<file path="src/rtl/io_pkg.sv">
// ----------------------------------------------------------------------------
// io_pkg
// Shared definitions for the switch input peripheral.
//   deb_state_t              : per-channel debounce FSM state
//   DEBOUNCE_CYCLES_DEFAULT  : 10 ms hold time at 50 MHz
//   IO_INPUT_BASE            : byte address of input channel 0 (channel i at +i)
// ----------------------------------------------------------------------------
package io_pkg;

  typedef enum logic [1:0] {
    STABLE_LOW  = 2'd0,
    PEND_HIGH   = 2'd1,
    STABLE_HIGH = 2'd2,
    PEND_LOW    = 2'd3
  } deb_state_t;

  localparam int          DEBOUNCE_CYCLES_DEFAULT = 500000;
  localparam logic [15:0] IO_INPUT_BASE           = 16'h1000;

endpackage

</file>
<file path="src/rtl/debounce_channel.sv">
// ----------------------------------------------------------------------------
// debounce_channel
// One switch channel: 2-flop synchronizer, debounce FSM with hold counter,
// and optional registered edge pulses (built when SW_DEBOUNCE_EDGE_PULSE_EN
// is defined, otherwise the pulse outputs are tied low).
// Ports:
//   clk        : rising-edge clock
//   reset      : asynchronous, active-high
//   raw_in     : asynchronous raw switch level
//   stable_out : debounced level (registered)
//   rise_pulse : one-cycle pulse coincident with stable_out 0->1
//   fall_pulse : one-cycle pulse coincident with stable_out 1->0
// ----------------------------------------------------------------------------
module debounce_channel
  import io_pkg::*;
#(
  parameter int DEBOUNCE_CYCLES = DEBOUNCE_CYCLES_DEFAULT
) (
  input  logic clk,
  input  logic reset,
  input  logic raw_in,
  output logic stable_out,
  output logic rise_pulse,
  output logic fall_pulse
);

  // Width guarded so an illegal DEBOUNCE_CYCLES still elaborates and the
  // top-level assertion can report it.
  localparam int CW = (DEBOUNCE_CYCLES < 1) ? 1 : $clog2(DEBOUNCE_CYCLES + 1);
  localparam logic [CW-1:0] CNT_MAX = CW'(DEBOUNCE_CYCLES);
  localparam logic [CW-1:0] CNT_ONE = CW'(1);

  logic           sync_p0;
  logic           sync_p1;
  deb_state_t     state;
  logic [CW-1:0]  cnt;

  always_ff @(posedge clk or posedge reset) begin
    if (reset) begin
      sync_p0    <= 1'b0;
      sync_p1    <= 1'b0;
      state      <= STABLE_LOW;
      cnt        <= '0;
      stable_out <= 1'b0;
`ifdef SW_DEBOUNCE_EDGE_PULSE_EN
      rise_pulse <= 1'b0;
      fall_pulse <= 1'b0;
`endif
    end else begin
      // stage p0 -> p1: metastability filter on the raw level
      sync_p0 <= raw_in;
      sync_p1 <= sync_p0;
`ifdef SW_DEBOUNCE_EDGE_PULSE_EN
      rise_pulse <= 1'b0;
      fall_pulse <= 1'b0;
`endif
      // FSM consumes only the second synchronizer flop
      case (state)
        STABLE_LOW: begin
          if (sync_p1) begin
            state <= PEND_HIGH;
            cnt   <= CNT_ONE;
          end else begin
            cnt   <= '0;
          end
        end
        STABLE_HIGH: begin
          if (!sync_p1) begin
            state <= PEND_LOW;
            cnt   <= CNT_ONE;
          end else begin
            cnt   <= '0;
          end
        end
        PEND_HIGH: begin
          if (!sync_p1) begin
            // glitch: fall back without any pulse
            state <= STABLE_LOW;
            cnt   <= '0;
          end else if (cnt == CNT_MAX) begin
            state      <= STABLE_HIGH;
            cnt        <= '0;
            stable_out <= 1'b1;
`ifdef SW_DEBOUNCE_EDGE_PULSE_EN
            rise_pulse <= 1'b1;
`endif
          end else begin
            cnt <= cnt + CNT_ONE;
          end
        end
        PEND_LOW: begin
          if (sync_p1) begin
            state <= STABLE_HIGH;
            cnt   <= '0;
          end else if (cnt == CNT_MAX) begin
            state      <= STABLE_LOW;
            cnt        <= '0;
            stable_out <= 1'b0;
`ifdef SW_DEBOUNCE_EDGE_PULSE_EN
            fall_pulse <= 1'b1;
`endif
          end else begin
            cnt <= cnt + CNT_ONE;
          end
        end
        default: begin
          state      <= STABLE_LOW;
          cnt        <= '0;
          stable_out <= 1'b0;
        end
      endcase
    end
  end

`ifndef SW_DEBOUNCE_EDGE_PULSE_EN
  assign rise_pulse = 1'b0;
  assign fall_pulse = 1'b0;
`endif

endmodule

</file>
<file path="src/rtl/sw_debounce.sv">
// ----------------------------------------------------------------------------
// sw_debounce
// Debouncer for N_INPUTS slide switches; stable_out[i] feeds input byte
// IO_INPUT_BASE+i. Edge pulses and any_change exist only when
// SW_DEBOUNCE_EDGE_PULSE_EN is defined; otherwise they are tied to 0.
// Ports:
//   clk        : CLOCK_50, rising edge
//   reset      : asynchronous, active-high
//   raw_in     : [N_INPUTS] raw switch levels
//   stable_out : [N_INPUTS] debounced levels (registered)
//   rise_pulse : [N_INPUTS] one-cycle pulse on debounced 0->1
//   fall_pulse : [N_INPUTS] one-cycle pulse on debounced 1->0
//   any_change : OR of all rise/fall pulses
// ----------------------------------------------------------------------------
module sw_debounce
  import io_pkg::*;
#(
  parameter int N_INPUTS        = 10,
  parameter int DEBOUNCE_CYCLES = DEBOUNCE_CYCLES_DEFAULT
) (
  input  logic                clk,
  input  logic                reset,
  input  logic [N_INPUTS-1:0] raw_in,
  output logic [N_INPUTS-1:0] stable_out,
  output logic [N_INPUTS-1:0] rise_pulse,
  output logic [N_INPUTS-1:0] fall_pulse,
  output logic                any_change
);

  for (genvar i = 0; i < N_INPUTS; i++) begin : g_ch
    debounce_channel #(
      .DEBOUNCE_CYCLES(DEBOUNCE_CYCLES)
    ) u_ch (
      .clk        (clk),
      .reset      (reset),
      .raw_in     (raw_in[i]),
      .stable_out (stable_out[i]),
      .rise_pulse (rise_pulse[i]),
      .fall_pulse (fall_pulse[i])
    );
  end

`ifdef SW_DEBOUNCE_EDGE_PULSE_EN
  // Pulses are registered, so this OR lines up with them in the same cycle.
  assign any_change = |(rise_pulse | fall_pulse);
`else
  assign any_change = 1'b0;
`endif

  always @(posedge clk) begin
    assert (DEBOUNCE_CYCLES >= 1)
      else $error("sw_debounce: DEBOUNCE_CYCLES must be >= 1 (got %0d)", DEBOUNCE_CYCLES);
  end

endmodule

</file>
<file path="config.mk">
export PLATFORM = sky130hd
export DESIGN_NAME = sw_debounce
export DESIGN_NICKNAME = d
export VERILOG_FILES = /design/src/rtl/io_pkg.sv /design/src/rtl/debounce_channel.sv /design/src/rtl/sw_debounce.sv
export SDC_FILE = /design/constraint.sdc
export NUM_CORES = 1
export LEC_CHECK = 0
export CELL_PAD_IN_SITES_DETAIL_PLACEMENT = 0
export CELL_PAD_IN_SITES_GLOBAL_PLACEMENT = 1
export CORE_AREA = 2 2 157 159
export CTS_CLUSTER_DIAMETER = 120
export DETAILED_ROUTE_END_ITERATION = 12
export DIE_AREA = 0 0 159 161
export HOLD_SLACK_MARGIN = 0.08
export PLACE_DENSITY = 0.94
export SYNTH_ARGS = -nofsm -noshare
export SYNTH_HDL_FRONTEND = slang
export SYNTH_HIERARCHICAL = 1
export SYNTH_SLANG_ARGS = --single-unit
</file>
<file path="constraint.sdc">
create_clock -name clk -period 4.2 [get_ports clk]
set_clock_uncertainty 0.1 [all_clocks]
set_input_delay 1.05 -clock clk [delete_from_list [all_inputs] [get_ports clk]]
set_output_delay 1.05 -clock clk [all_outputs]
set_load 0.03 [all_outputs]
</file>
==> impl_metrics.tcl <==
set metrics [dict create \
    rrSetupSlack_ns 2.05 \
    rsz0062_at_grt "false" \
    cp_cell_sequence "clkdlybuf4s50_1" \
    globalplace.congestion 0.788 \
    cp_data_arrival_time_ns 1.60 \
    wirelength_um 21800 \
    holdPathStages 0 \
    ys.flop_type "dfrtp_1" \
    timing.rr.end "g_ch[9].u_ch/cnt[6]" \
    cellPowerDensity_nw_per_um2 376 \
    cts_sinks 240 \
    clockRootBuffer "clkbuf_16" \
    diodes 0 \
    setup_tns_ns 0 \
    grt_max_degree 25 \
    layout.cells.most_common "dfrtp_1" \
    syn_avg_cell_area_um2 10.2 \
    final_cell_mix "dfrtp_1 (240), nor2_1 (199), xnor2_1 (139)" \
    avgViaCountPerCell 5.33 \
    setup_violations 0 \
    vias 8463 \
    start_kind "flop" \
    period_needed_ns 2.75 \
    status "finished, final reports clean" \
    cts_setup_buffers 0 \
    core_um2 24000 \
    cts_tree "yes" \
    drt_iter0_drc 475 \
    p_leak_nw 5.28 \
    ios 43 \
    netlist_area_um2 12500 \
    die_h_um 161 \
    ys_seq_elements 240 \
    postCtsResizedCells 0 \
    critical_path_buf_inv_count 1 \
    hp-class "reg2reg" \
    cts.path.max_buffers 3 \
    die_area_um2 25600 \
    cpLargestDelayFamily "buffers and inverters" \
    grt.overflow.total 0 \
    placed_cell_area_um2 12900 \
    htreeDepth 1 \
    ctsHoldBuffers 0 \
    rows 57 \
    numCtsBuffers 26 \
    start_util 0.522 \
    hold_path_end "g_ch[2].u_ch/sync_p1" \
    drive_above_1_share 0.108 \
    hold_viol_final 0 \
    vdd_drop_max_mv 0.259 \
    antenna_found_initial 0 \
    port_buffers 21 \
    drv_cap 0 \
    drcViolationCount 0 \
    synth_edf_count 0 \
    yosys_warnings 6 \
    relSlewSlack 0.382 \
    final_nets 1275 \
    path_clk_slew_ns 0.06 \
    syn_inst 1226 \
    clock_latency_ns 0.52 \
    timing_worst_setup_path_type "reg2out" \
    ys_async_sr_fraction 1.00 \
    final_cell_count_no_fill 1587 \
    grt_use_total 0.175 \
    cpPeakStageDelay_ns 0.69 \
    wl_per_cell_um 13.8 \
    post-place-cells 1539 \
    drtPass1Iterations 4 \
    finalCritPeriodShare 0.655 \
    post-dp-hpwl_um 14800 \
    syn_to_final_growth_pct 11.4 \
    max_freq_mhz 364 \
    p_total_mw 5.24 \
    cp-end-kind "output pin" \
    post-route-worst-setup-slack_ns 1.45 \
    rr_worst_depth 4 \
    rr_startpoint "g_ch[9].u_ch/cnt[14]" \
    finalInstanceArea_um2 13900 \
    postRouteAntennaNets 0 \
    crit_fanout 3 \
    ys_seq_area_frac 0.480 \
    grt_pass1_vias 8466 \
    tightest_slew_ns 0.926 \
    final_core_util 0.581 \
    worstHoldStart "g_ch[2].u_ch/sync_p0" \
    ys_types 44 \
    report.final.slew_viol_count 0 \
    hold-worst-slack_ns 0.248 \
    grt_pass1_wl_um 38700 \
    crit_slowest_cell "clkdlybuf4s50_1" \
    nFillCells 2037 \
    cp.required_ns 3.05 \
    die_x_um 159 \
    dp_slack_ns 1.32 \
]
## kinds of logic after synthesis
family,Yosys count,synth area share
compound gates,91,0.0637
xor+xnor,150,0.105
fa+ha+maj,20,0.0200
buf+inv,161,0.0587
flops,240,0.480
mux,19,0.0153
other cells,11,0.00330
simple gates,534,0.254
## routing by layer
metal,routed length (µm),up-vias,part of all wire,global-route usage
li1,-,4205,-,-
met5,0,-,0,0
met3,694,26,0.032,0.0249
met1,10500,4132,0.48,0.243
met4,347,0,0.016,0.0417
met2,10300,100,0.47,0.292
## worst max-delay path by stage
stage	end	from	cells past startpoint	slack, ns
3_3_place_gp	g_ch[8].u_ch/cnt[17]	reset	2	1.37
5_1_grt	stable_out[7]	g_ch[7].u_ch/stable_out	1	1.37
6_report	stable_out[5]	g_ch[5].u_ch/stable_out	1	1.45
4_1_cts	stable_out[5]	g_ch[5].u_ch/stable_out	1	1.41
3_5_place_dp	g_ch[9].u_ch/cnt[4]	reset	2	1.32
2_1_floorplan	flop	g_ch[9].u_ch/cnt[14]	4	2.38
## cell usage after synthesis, types with 22 or more instances
master,number,area [µm²]
dfrtp_1,240,6010
nor2_1,199,747
xnor2_1,139,1220
inv_1,119,447
nor3_1,50,250
nand3_1,49,245
buf_4,31,233
nand2_1,31,116
nor4_1,31,194
a21oi_1,28,140
nand4_2,28,350
nor4b_1,28,245
nand4_1,22,138
## final cells by class
class | count | area [µm²] | share of cell area
well taps | 324 | 405 | 0.0291
inverters | 119 | 447 | 0.0321
repair buffers | 21 | 210 | 0.0151
clock inverters | 11 | 241 | 0.0173
flip-flops and latches | 240 | 6010 | 0.431
multi-input cells | 835 | 5810 | 0.417
clock buffers | 37 | 813 | 0.0584
## flip-flops by register name, indices dropped and copies added (netlist names), named ones only
| register | flops |
|---|---|
| g_ch.u_ch/stable_out | 10 |
| g_ch.u_ch/cnt | 190 |
| g_ch.u_ch/sync_p0 | 10 |
| g_ch.u_ch/state | 10 |
| g_ch.u_ch/sync_p1 | 10 |
## where the power goes
group / switching, mW / internal [mW] / total [mW]
clock network: 0.923 / 1.78 / 2.70
registers: 0.0265 / 2.34 / 2.37
logic: 0.133 / 0.0414 / 0.174
(Power assumes the default switching activity.)
